**config.mk**
```make
export PLATFORM = sky130hd
export DESIGN_NAME = mux4_rr_sel_ctrl
export DESIGN_NICKNAME = d
export VERILOG_FILES = /design/src/rtl/mux4_rr_sel_ctrl.sv
export SDC_FILE = /design/constraint.sdc
export NUM_CORES = 1
export LEC_CHECK = 0
export ABC_AREA = 1
export CAP_MARGIN = 5
export CELL_PAD_IN_SITES_DETAIL_PLACEMENT = 1
export CELL_PAD_IN_SITES_GLOBAL_PLACEMENT = 1
export CORE_UTILIZATION = 44
export DETAILED_ROUTE_END_ITERATION = 8
export DONT_BUFFER_PORTS = 1
export PLACE_DENSITY = 0.72
export SLEW_MARGIN = 20
export SYNTH_ARGS = -nofsm -noshare
export SYNTH_HDL_FRONTEND = slang
export SYNTH_SLANG_ARGS = --single-unit
export TNS_END_PERCENT = 5
```
**constraint.sdc**
```tcl
create_clock -name clk -period 1.7 [get_ports clk]
set_input_delay 0.34 -clock clk [delete_from_list [all_inputs] [get_ports clk]]
set_output_delay 0.34 -clock clk [all_outputs]
set_load 0.05 [all_outputs]
```
**src/rtl/mux4_rr_sel_ctrl.sv**
```systemverilog
// Round-robin owner arbitration for a shared 1-bit 4:1 mux.
// Drives the mux selects, bounds each ownership with a hold timeout and registers the mux output.
module mux4_rr_sel_ctrl #(
    parameter int MAX_HOLD = 8,
    parameter int CNT_W    = 4
) (
    input  logic       clk,
    input  logic       rst_n,
    input  logic [3:0] req,
    input  logic       mux_e,
    output logic [3:0] gnt,
    output logic       s1,
    output logic       s2,
    output logic       busy,
    output logic       dout,
    output logic       dout_vld,
    output logic       timeout
);

    typedef enum logic {
        IDLE  = 1'b0,
        GRANT = 1'b1
    } state_t;

    localparam logic [CNT_W-1:0] HOLD_MAX = CNT_W'(MAX_HOLD);

    state_t           state;
    logic [1:0]       last;
    logic [CNT_W-1:0] hold_cnt;
    logic [CNT_W-1:0] hold_nxt;
    logic [1:0]       own;
    logic [1:0]       winner;
    logic             any_req;
    logic             release_own;

    assign own         = {s1, s2};
    assign any_req     = |req;
    assign hold_nxt    = hold_cnt + CNT_W'(1);
    assign release_own = !req[own] || (hold_cnt == HOLD_MAX);

    // Scan last+4 down to last+1 so the nearest set request after last wins;
    // the just-released index (offset 4) ends up with the lowest priority.
    always_comb begin
        // NOTE: every combinational output gets a default first so no latch is inferred.
        winner = last + 2'd1;
        for (int i = 4; i >= 1; i--) begin
            if (req[last + 2'(i)]) begin
                winner = last + 2'(i);
            end
        end
    end

    // NOTE: sequential state uses non-blocking assignments so every register
    // samples the pre-edge values, independent of statement order.
    always_ff @(posedge clk or negedge rst_n) begin
        if (!rst_n) begin
            state    <= IDLE;
            last     <= 2'd3;
            hold_cnt <= '0;
            gnt      <= 4'b0000;
            s1       <= 1'b0;
            s2       <= 1'b0;
            busy     <= 1'b0;
            dout     <= 1'b0;
            dout_vld <= 1'b0;
            timeout  <= 1'b0;
        end else begin
            case (state)
                IDLE: begin
                    dout_vld <= 1'b0;
                    timeout  <= 1'b0;
                    if (any_req) begin
                        state    <= GRANT;
                        gnt      <= 4'b0001 << winner;
                        s1       <= winner[1];
                        s2       <= winner[0];
                        last     <= winner;
                        hold_cnt <= CNT_W'(1);
                        busy     <= 1'b1;
                        timeout  <= (HOLD_MAX == CNT_W'(1));
                    end
                end
                GRANT: begin
                    dout <= mux_e;
                    if (release_own) begin
                        state    <= IDLE;
                        gnt      <= 4'b0000;
                        busy     <= 1'b0;
                        dout_vld <= 1'b0;
                        timeout  <= 1'b0;
                        hold_cnt <= '0;
                    end else begin
                        hold_cnt <= hold_nxt;
                        dout_vld <= 1'b1;
                        // Registered pulse covering the final allowed GRANT cycle.
                        timeout  <= (hold_nxt == HOLD_MAX);
                    end
                end
                default: begin
                    state <= IDLE;
                end
            endcase
        end
    end

endmodule

```
==> impl_metrics.csv, run 1 <==
group,metric,value,unit
routing,dr.pass1.iters,4,
floorplanning,die_h,49.4,um
synth,synthArstFlopShare,100,%
floorplanning,initial_core_util,48.3,%
placed_design,dp_hpwl,1750,um
setup_path,endpoint,"gnt[1]$_DFFE_PN0P_",
floorplanning,dieArea,2440,um2
setup_path,required,1.87,ns
timing,fin_crit_sh,93.8,%
setup_path,timing.rr.start,"last[0]$_DFFE_PN1P_",
placed_design,place_worst_setup_slack,0.0909,ns
routing,viasPerCell,5.12,
synth,synth.top_cells.by_area,"dfrtp_1, nand2_1, inv_1, nand2_2, nand3_1",
cells_and_area,largestRegisters,"gnt x4, hold_cnt x4, last x2",
clock_network,cts_tree,"yes",
clock_network,root_buffer,"clkbuf_4",
synth,syn_area_per_cell,7.83,um2
grt,grt_max_degree,18,
routing,wirelength,2230,um
routing,drc,0,
flow_run,drv_cap,0,
synth,ys_ff_latch,17,
cells_and_area,area_growth,10.4,%
setup_path,ff2ff_path_depth,12,
synth,synth_cell_types,23,
routing,drtIter0Drc,6,
synth,synthCells,126,
synth,syn-cell-area,987,um2
grt,gr-usage-all-layers,19.7,%
synth,yosysTopAreaCell,"dfrtp_1",
cells_and_area,fin_nets,146,
synth,yosysTopAreaCellShare,38.0,%
min_path,min_path_type,"in2reg",
synth,seq_area_frac_synth,43.3,%
timing,slew_headroom,47.4,%
clock_network,clk_latency,0.28,ns
setup_path,cp-startpoint,"last[0]$_DFFE_PN1P_",
setup_path,r2r_setup_slack,0.11,ns
synth,ys.flop_type,"dfrtp_1",
timing,setup_violations,0,
placed_design,place_congestion,0.832,
timing,setup_slack,0.105,ns
placed_design,io_buffers,0,
floorplanning,coreArea,2040,um2
timing,tns,0,ns
grt,grt_overflow,0,
floorplanning,pin_count,17,
grt,grt_pass1_vias,819,
cells_and_area,register_area,428,um2
routing,wl_per_cell,13.8,um
clock_network,cts_made_buffers,3,
power_and_ir_drop,power.total,2.50,mW
setup_path,cp_max_fo,5,
timing,period_needed,1.59,ns
status,status,"finished, final reports clean",
timing,final-max-slew-violation-count,0,
synth,synth_nets,136,
cells_and_area,diodes,0,
setup_path,start_kind,"flop",
grt,grt_pass1_wl,3640,um
setup_path,rr_endpoint,"gnt[1]$_DFFE_PN0P_",
cells_and_area,multi_input_area,460,um2
grt,antenna_found_initial,0,
clock_network,path_clk_slew,0.10,ns
timing,hold_violations,0,
clock_network,htree_levels,1,
floorplanning,die_width,49.4,um
setup_path,arrival,1.76,ns
setup_path,end_kind,"flop",
routing,num_vias,829,
routing,postRouteAntennaNets,0,
synth,synth-edff-count,0,
setup_path,critical_path_class,"reg2reg",
synth,ys_warn_count,0,
cells_and_area,drive_gt1_share,19.3,%
timing,timing.fmax,627,MHz
power_and_ir_drop,p_leak,0.583,nW
power_and_ir_drop,ir_drop,0.000985,V
floorplanning,row_count,16,
clock_network,clockBufferDepth,2,
clock_network,cts.sinks,17,
timing,tightest_slew,0.786,ns
power_and_ir_drop,power.density,2290,nW/um2
timing,finClkSkew,0.00949,ns
cells_and_area,nFillCells,268,
[per-layer routing]
layer  vias up  share of wire, %  wire, um  global-route usage, %
met2        15                45       993                   30.4
met1       396                51      1130                   27.3
met4         0              0.36         8                   4.41
li1        416                 -         -                      -
met5         -                 0         0                      0
met3         2               4.3        95                   5.30
[final cells by class]
type | instances | area share (%)
clock buffer | 4 | 2.41
inverter | 19 | 7.00
multi-input combinational | 88 | 42.3
sequential | 17 | 39.3
tap | 27 | 3.10
timing repair buffer | 7 | 5.97
[what timing repair did]
item	in CTS	in global routing
hold buffers	1	0
endpoints found under the hold margin	17	0
buffers inserted	0	3
gates resized for setup	0	1
setup endpoints to repair	0	8
[kinds of logic (layout without fill, tap and decap cells)]
group	Yosys count	count (layout)	share of synthesized area, %
AO/OA/AOI/OAI	16	16	10.3
XOR/XNOR	2	2	1.77
flip-flops	17	17	43.3
adder cells (fa/ha/maj)	3	3	3.80
AND/OR/NAND/NOR	67	67	30.8
buffers and inverters	21	30	10.0
[cell usage after synthesis, types with 2 or more instances]
cell and number:
inv_2 2, nand4_1 3, o21ai_0 5, nor2_1 3
o21ai_1 4, nand3_1 11, nand2_1 39, dfrtp_1 15
inv_1 16, dfstp_2 2, nand2_2 9, a21oi_1 3
ha_1 3, buf_6 2
[where the power goes]
part	leakage [nW]	switching (mW)	internal [mW]	total [mW]
combinational	0.355	0.896	0.494	1.39
clock	0.0150	0.117	0.0909	0.208
sequential	0.213	0.329	0.570	0.898
[critical path, cell delays in order (launching register included)]
cell and delay (ns):
dfstp_2 0.57, buf_12 0.12, inv_6 0.04, nand2_1 0.07
nand3_1 0.10, nand2_1 0.07, nand3_1 0.09, nand2_2 0.09
nand2_2 0.05, nand2_2 0.07, nand2_2 0.07, nand3_1 0.08
nand2_1 0.06
[layout by cell type (no fill, tap or decap), types with 2 or more instances in the layout]
cell / n
a21oi_1: 3
buf_4: 4
clkbuf_4: 3
dfrtp_1: 15
dfstp_2: 2
ha_1: 3
inv_1: 16
inv_2: 2
nand2_1: 39
nand2_2: 9
nand3_1: 11
nand4_1: 3
nor2_1: 3
o21ai_0: 5
o21ai_1: 4
[through the flow]
step	hold WS (ns)	util [%]	std cells	cell area, um2
after floorplan	0.0444	-	126	987
after global placement	0.0448	50.0	154	1020
after detailed placement	0.0448	50.0	154	1020
after CTS	0.167	51.8	159	1060
after global routing	0.180	53.4	162	1090
final	0.173	53.4	162	1090
[worst min path at each step]
stage	startpoint	endpoint	slack (ns)	cells past startpoint
finish	mux_e	dout$_DFFE_PN0P_	0.17	2
global route	mux_e	dout$_DFFE_PN0P_	0.18	2
CTS	mux_e	dout$_DFFE_PN0P_	0.17	2
detailed placement	rst_n	dout$_DFFE_PN0P_	0.04	0
global placement	rst_n	dout$_DFFE_PN0P_	0.04	0
floorplan	rst_n	busy$_DFFE_PN0P_	0.04	0
(Power assumes the default switching activity.)
==> run 2, diff against run 1 <==
--- a/config.mk
+++ b/config.mk
@@ -9,10 +9,11 @@
 export CAP_MARGIN = 5
 export CELL_PAD_IN_SITES_DETAIL_PLACEMENT = 1
 export CELL_PAD_IN_SITES_GLOBAL_PLACEMENT = 1
-export CORE_UTILIZATION = 44
+export CORE_UTILIZATION = 47
+export CTS_BUF_LIST = sky130_fd_sc_hd__clkbuf_2 sky130_fd_sc_hd__clkbuf_4 sky130_fd_sc_hd__clkbuf_8
 export DETAILED_ROUTE_END_ITERATION = 8
 export DONT_BUFFER_PORTS = 1
-export PLACE_DENSITY = 0.72
+export PLACE_DENSITY = 0.76
 export SLEW_MARGIN = 20
 export SYNTH_ARGS = -nofsm -noshare
 export SYNTH_HDL_FRONTEND = slang
==> run 2 against run 1 <==
  * Setup slack got worse by 0.026 ns
  * Clock-buffer cell count is 1 lower
  * Critical endpoint unchanged
  * Largest power group unchanged
  * Core utilization is 4.0 points higher
  * Worst hold slack got worse by 0.0057 ns
  * Highest routed layer unchanged
==> impl_metrics.csv, run 2 (synthesis results as in run 1) <==
group,metric,value,unit
status,status,"finished, final reports clean",
routing,num_vias,832,
setup_path,critPathMostFrequentCell,"nand2_1",
floorplanning,row_count,16,
clock_network,path_clk_slew,0.10,ns
clock_network,cts.sinks,17,
timing,setup_violations,0,
clock_network,cts_tree,"yes",
cells_and_area,multi_input_area,500,um2
timing,timing.hold.ws,0.168,ns
placed_design,place_inst,153,
placed_design,io_buffers,0,
grt,grt_max_degree,18,
grt,grt_overflow,0,
clock_network,root_buffer,"clkbuf_4",
floorplanning,pin_count,17,
cells_and_area,fin_nets,146,
power_and_ir_drop,power.density,2280,nW/um2
timing,finClkSkew,0.00374,ns
setup_path,critical_path_class,"reg2reg",
cells_and_area,nFillCells,265,
setup_path,critPathSlowestCell,"dfstp_2",
cells_and_area,final_common_cell,"nand2_1",
grt,gr-usage-all-layers,21.0,%
clock_network,clk_latency,0.28,ns
routing,wirelength,2300,um
floorplanning,initial_core_util,50.3,%
min_path,min_path_type,"in2reg",
power_and_ir_drop,ir_drop,0.00130,V
cells_and_area,stdcell_area,1120,um2
cells_and_area,register_area,428,um2
floorplanning,dieArea,2290,um2
cells_and_area,diodes,0,
timing,period_needed,1.62,ns
setup_path,crit_chain,"buf_4, nand2_1, o21ai_2, nand2_1, nand2_1, inv_2, nand2_2, nand2_2, nand2_4, nand3_1, nand2_1",
cells_and_area,drive_gt1_share,25.2,%
setup_path,r2r_setup_slack,0.08,ns
setup_path,required,1.93,ns
cells_and_area,largestRegisters,"gnt x4, hold_cnt x4, last x2",
power_and_ir_drop,p_leak,0.602,nW
setup_path,max_stage_delay,0.61,ns
routing,drc,0,
timing,fin_crit_sh,95.3,%
power_and_ir_drop,power.total,2.56,mW
setup_path,critical_path_buf_inv_count,2,
routing,drtIter0Drc,12,
grt,antenna_found_initial,0,
timing,hold_violations,0,
timing,tightest_slew,0.813,ns
placed_design,place_worst_setup_slack,0.0831,ns
setup_path,cp_max_fo,4,
placed_design,dp_hpwl,1740,um
timing,final-max-slew-violation-count,0,
timing,setup_slack,0.0797,ns
routing,postRouteAntennaNets,0,
grt,grt_pass1_vias,773,
setup_path,cpLargestDelayFamily,"simple AND/OR/NAND/NOR gates",
clock_network,clockBufferDepth,2,
timing,timing.fmax,617,MHz
flow_run,drv_cap,0,
cells_and_area,fin_cells,162,
setup_path,arrival,1.85,ns
cells_and_area,area_growth,13.9,%
routing,dr.pass1.iters,4,
clock_network,cts_made_buffers,3,
setup_path,end_kind,"flop",
cells_and_area,layout_common_cells,"nand2_1, inv_1, dfrtp_1, nand2_2, nand3_1",
placed_design,place_congestion,0.857,
routing,viasPerCell,5.14,
floorplanning,die_h,47.8,um
floorplanning,die_width,47.8,um
routing,wl_per_cell,14.2,um
grt,grt_pass1_wl,3250,um
setup_path,start_kind,"flop",
timing,slew_headroom,45.6,%
placed_design,dpl_cell_area,1010,um2
floorplanning,coreArea,1960,um2
clock_network,htree_levels,1,
## run 2: changes by cell type in the layout (fill, tap and decap cells not counted), moves of 2 or more
| cell | before | now |
|---|---|---|
| nand3_1 | 11 | 7 |
| o21ai_2 | 1 | 3 |
| nand3_2 | 1 | 5 |
| o21ai_1 | 4 | 2 |
## run 2: per-stage QoR
| stage | setup TNS (ns) | utilization, % |
|---|---|---|
| global route | -0.0161 | 57.3 |
| floorplan | 0 | - |
| global placement | 0 | 51.7 |
| CTS | 0 | 53.6 |
| detailed placement | 0 | 51.7 |
| finish | 0 | 57.3 |
## run 2: repair_timing
item	in CTS	in global routing
hold endpoints to repair	17	0
gates resized for setup	0	11
setup buffers	0	4
setup endpoints to repair	0	6
hold buffers	1	0
## run 2: path summary, 6_finish.rpt
path	startpoint	end	depth (start not counted)
setup / recovery	last[0]$_DFFE_PN1P_	gnt[1]$_DFFE_PN0P_	11
hold / removal	mux_e	dout$_DFFE_PN0P_	2
setup reg to reg	last[0]$_DFFE_PN1P_	gnt[1]$_DFFE_PN0P_	11
hold reg to reg	state$_DFF_PN0_	dout$_DFFE_PN0P_	2
max in group asynchronous	rst_n	hold_cnt[2]$_DFFE_PN0P_	1
min in group asynchronous	rst_n	gnt[1]$_DFFE_PN0P_	1
## run 2: report_power, final
group	internal (mW)	switching, mW	total [mW]	leakage [nW]
combinational	0.520	0.905	1.42	0.371
sequential	0.570	0.357	0.927	0.213
clock	0.0873	0.124	0.212	0.0177
total	1.18	1.39	2.56	0.602
## run 2: layout make-up
| type | instances | share of cell area [%] |
|---|---|---|
| Multi-Input combinational cell | 88 | 44.5 |
| Tap cell | 27 | 3.00 |
| Clock buffer | 3 | 2.00 |
| Inverter | 19 | 6.79 |
| Clock inverter | 1 | 0.445 |
| Sequential cell | 17 | 38.0 |
| Timing Repair Buffer | 7 | 5.23 |
## run 2: worst register-to-register path, cell delays in order (launching register included)
cell and delay [ns]:
dfstp_2 0.61, buf_4 0.15, nand2_1 0.07, o21ai_2 0.08, nand2_1 0.13, nand2_1 0.09
inv_2 0.05, nand2_2 0.06, nand2_2 0.07, nand2_4 0.08, nand3_1 0.07, nand2_1 0.11
## run 2: per-layer routing
| layer | GRT usage [%] | share of wire, % | vias to the layer above |
|---|---|---|---|
| met5 | 0 | 0 | - |
| met4 | 6.67 | 1.8 | 0 |
| met3 | 4.53 | 1.8 | 4 |
| met2 | 37.6 | 53 | 10 |
| met1 | 25.0 | 43 | 400 |
| li1 | - | - | 418 |
==> run 3, diff against run 2 <==
--- a/config.mk
+++ b/config.mk
@@ -11,6 +11,7 @@
 export CELL_PAD_IN_SITES_GLOBAL_PLACEMENT = 1
 export CORE_UTILIZATION = 47
 export CTS_BUF_LIST = sky130_fd_sc_hd__clkbuf_2 sky130_fd_sc_hd__clkbuf_4 sky130_fd_sc_hd__clkbuf_8
+export CTS_CLUSTER_SIZE = 8
 export DETAILED_ROUTE_END_ITERATION = 8
 export DONT_BUFFER_PORTS = 1
 export PLACE_DENSITY = 0.76
==> results of run 3 <==
Same layout as run 2: the final DEF is identical, and so are final timing and power.
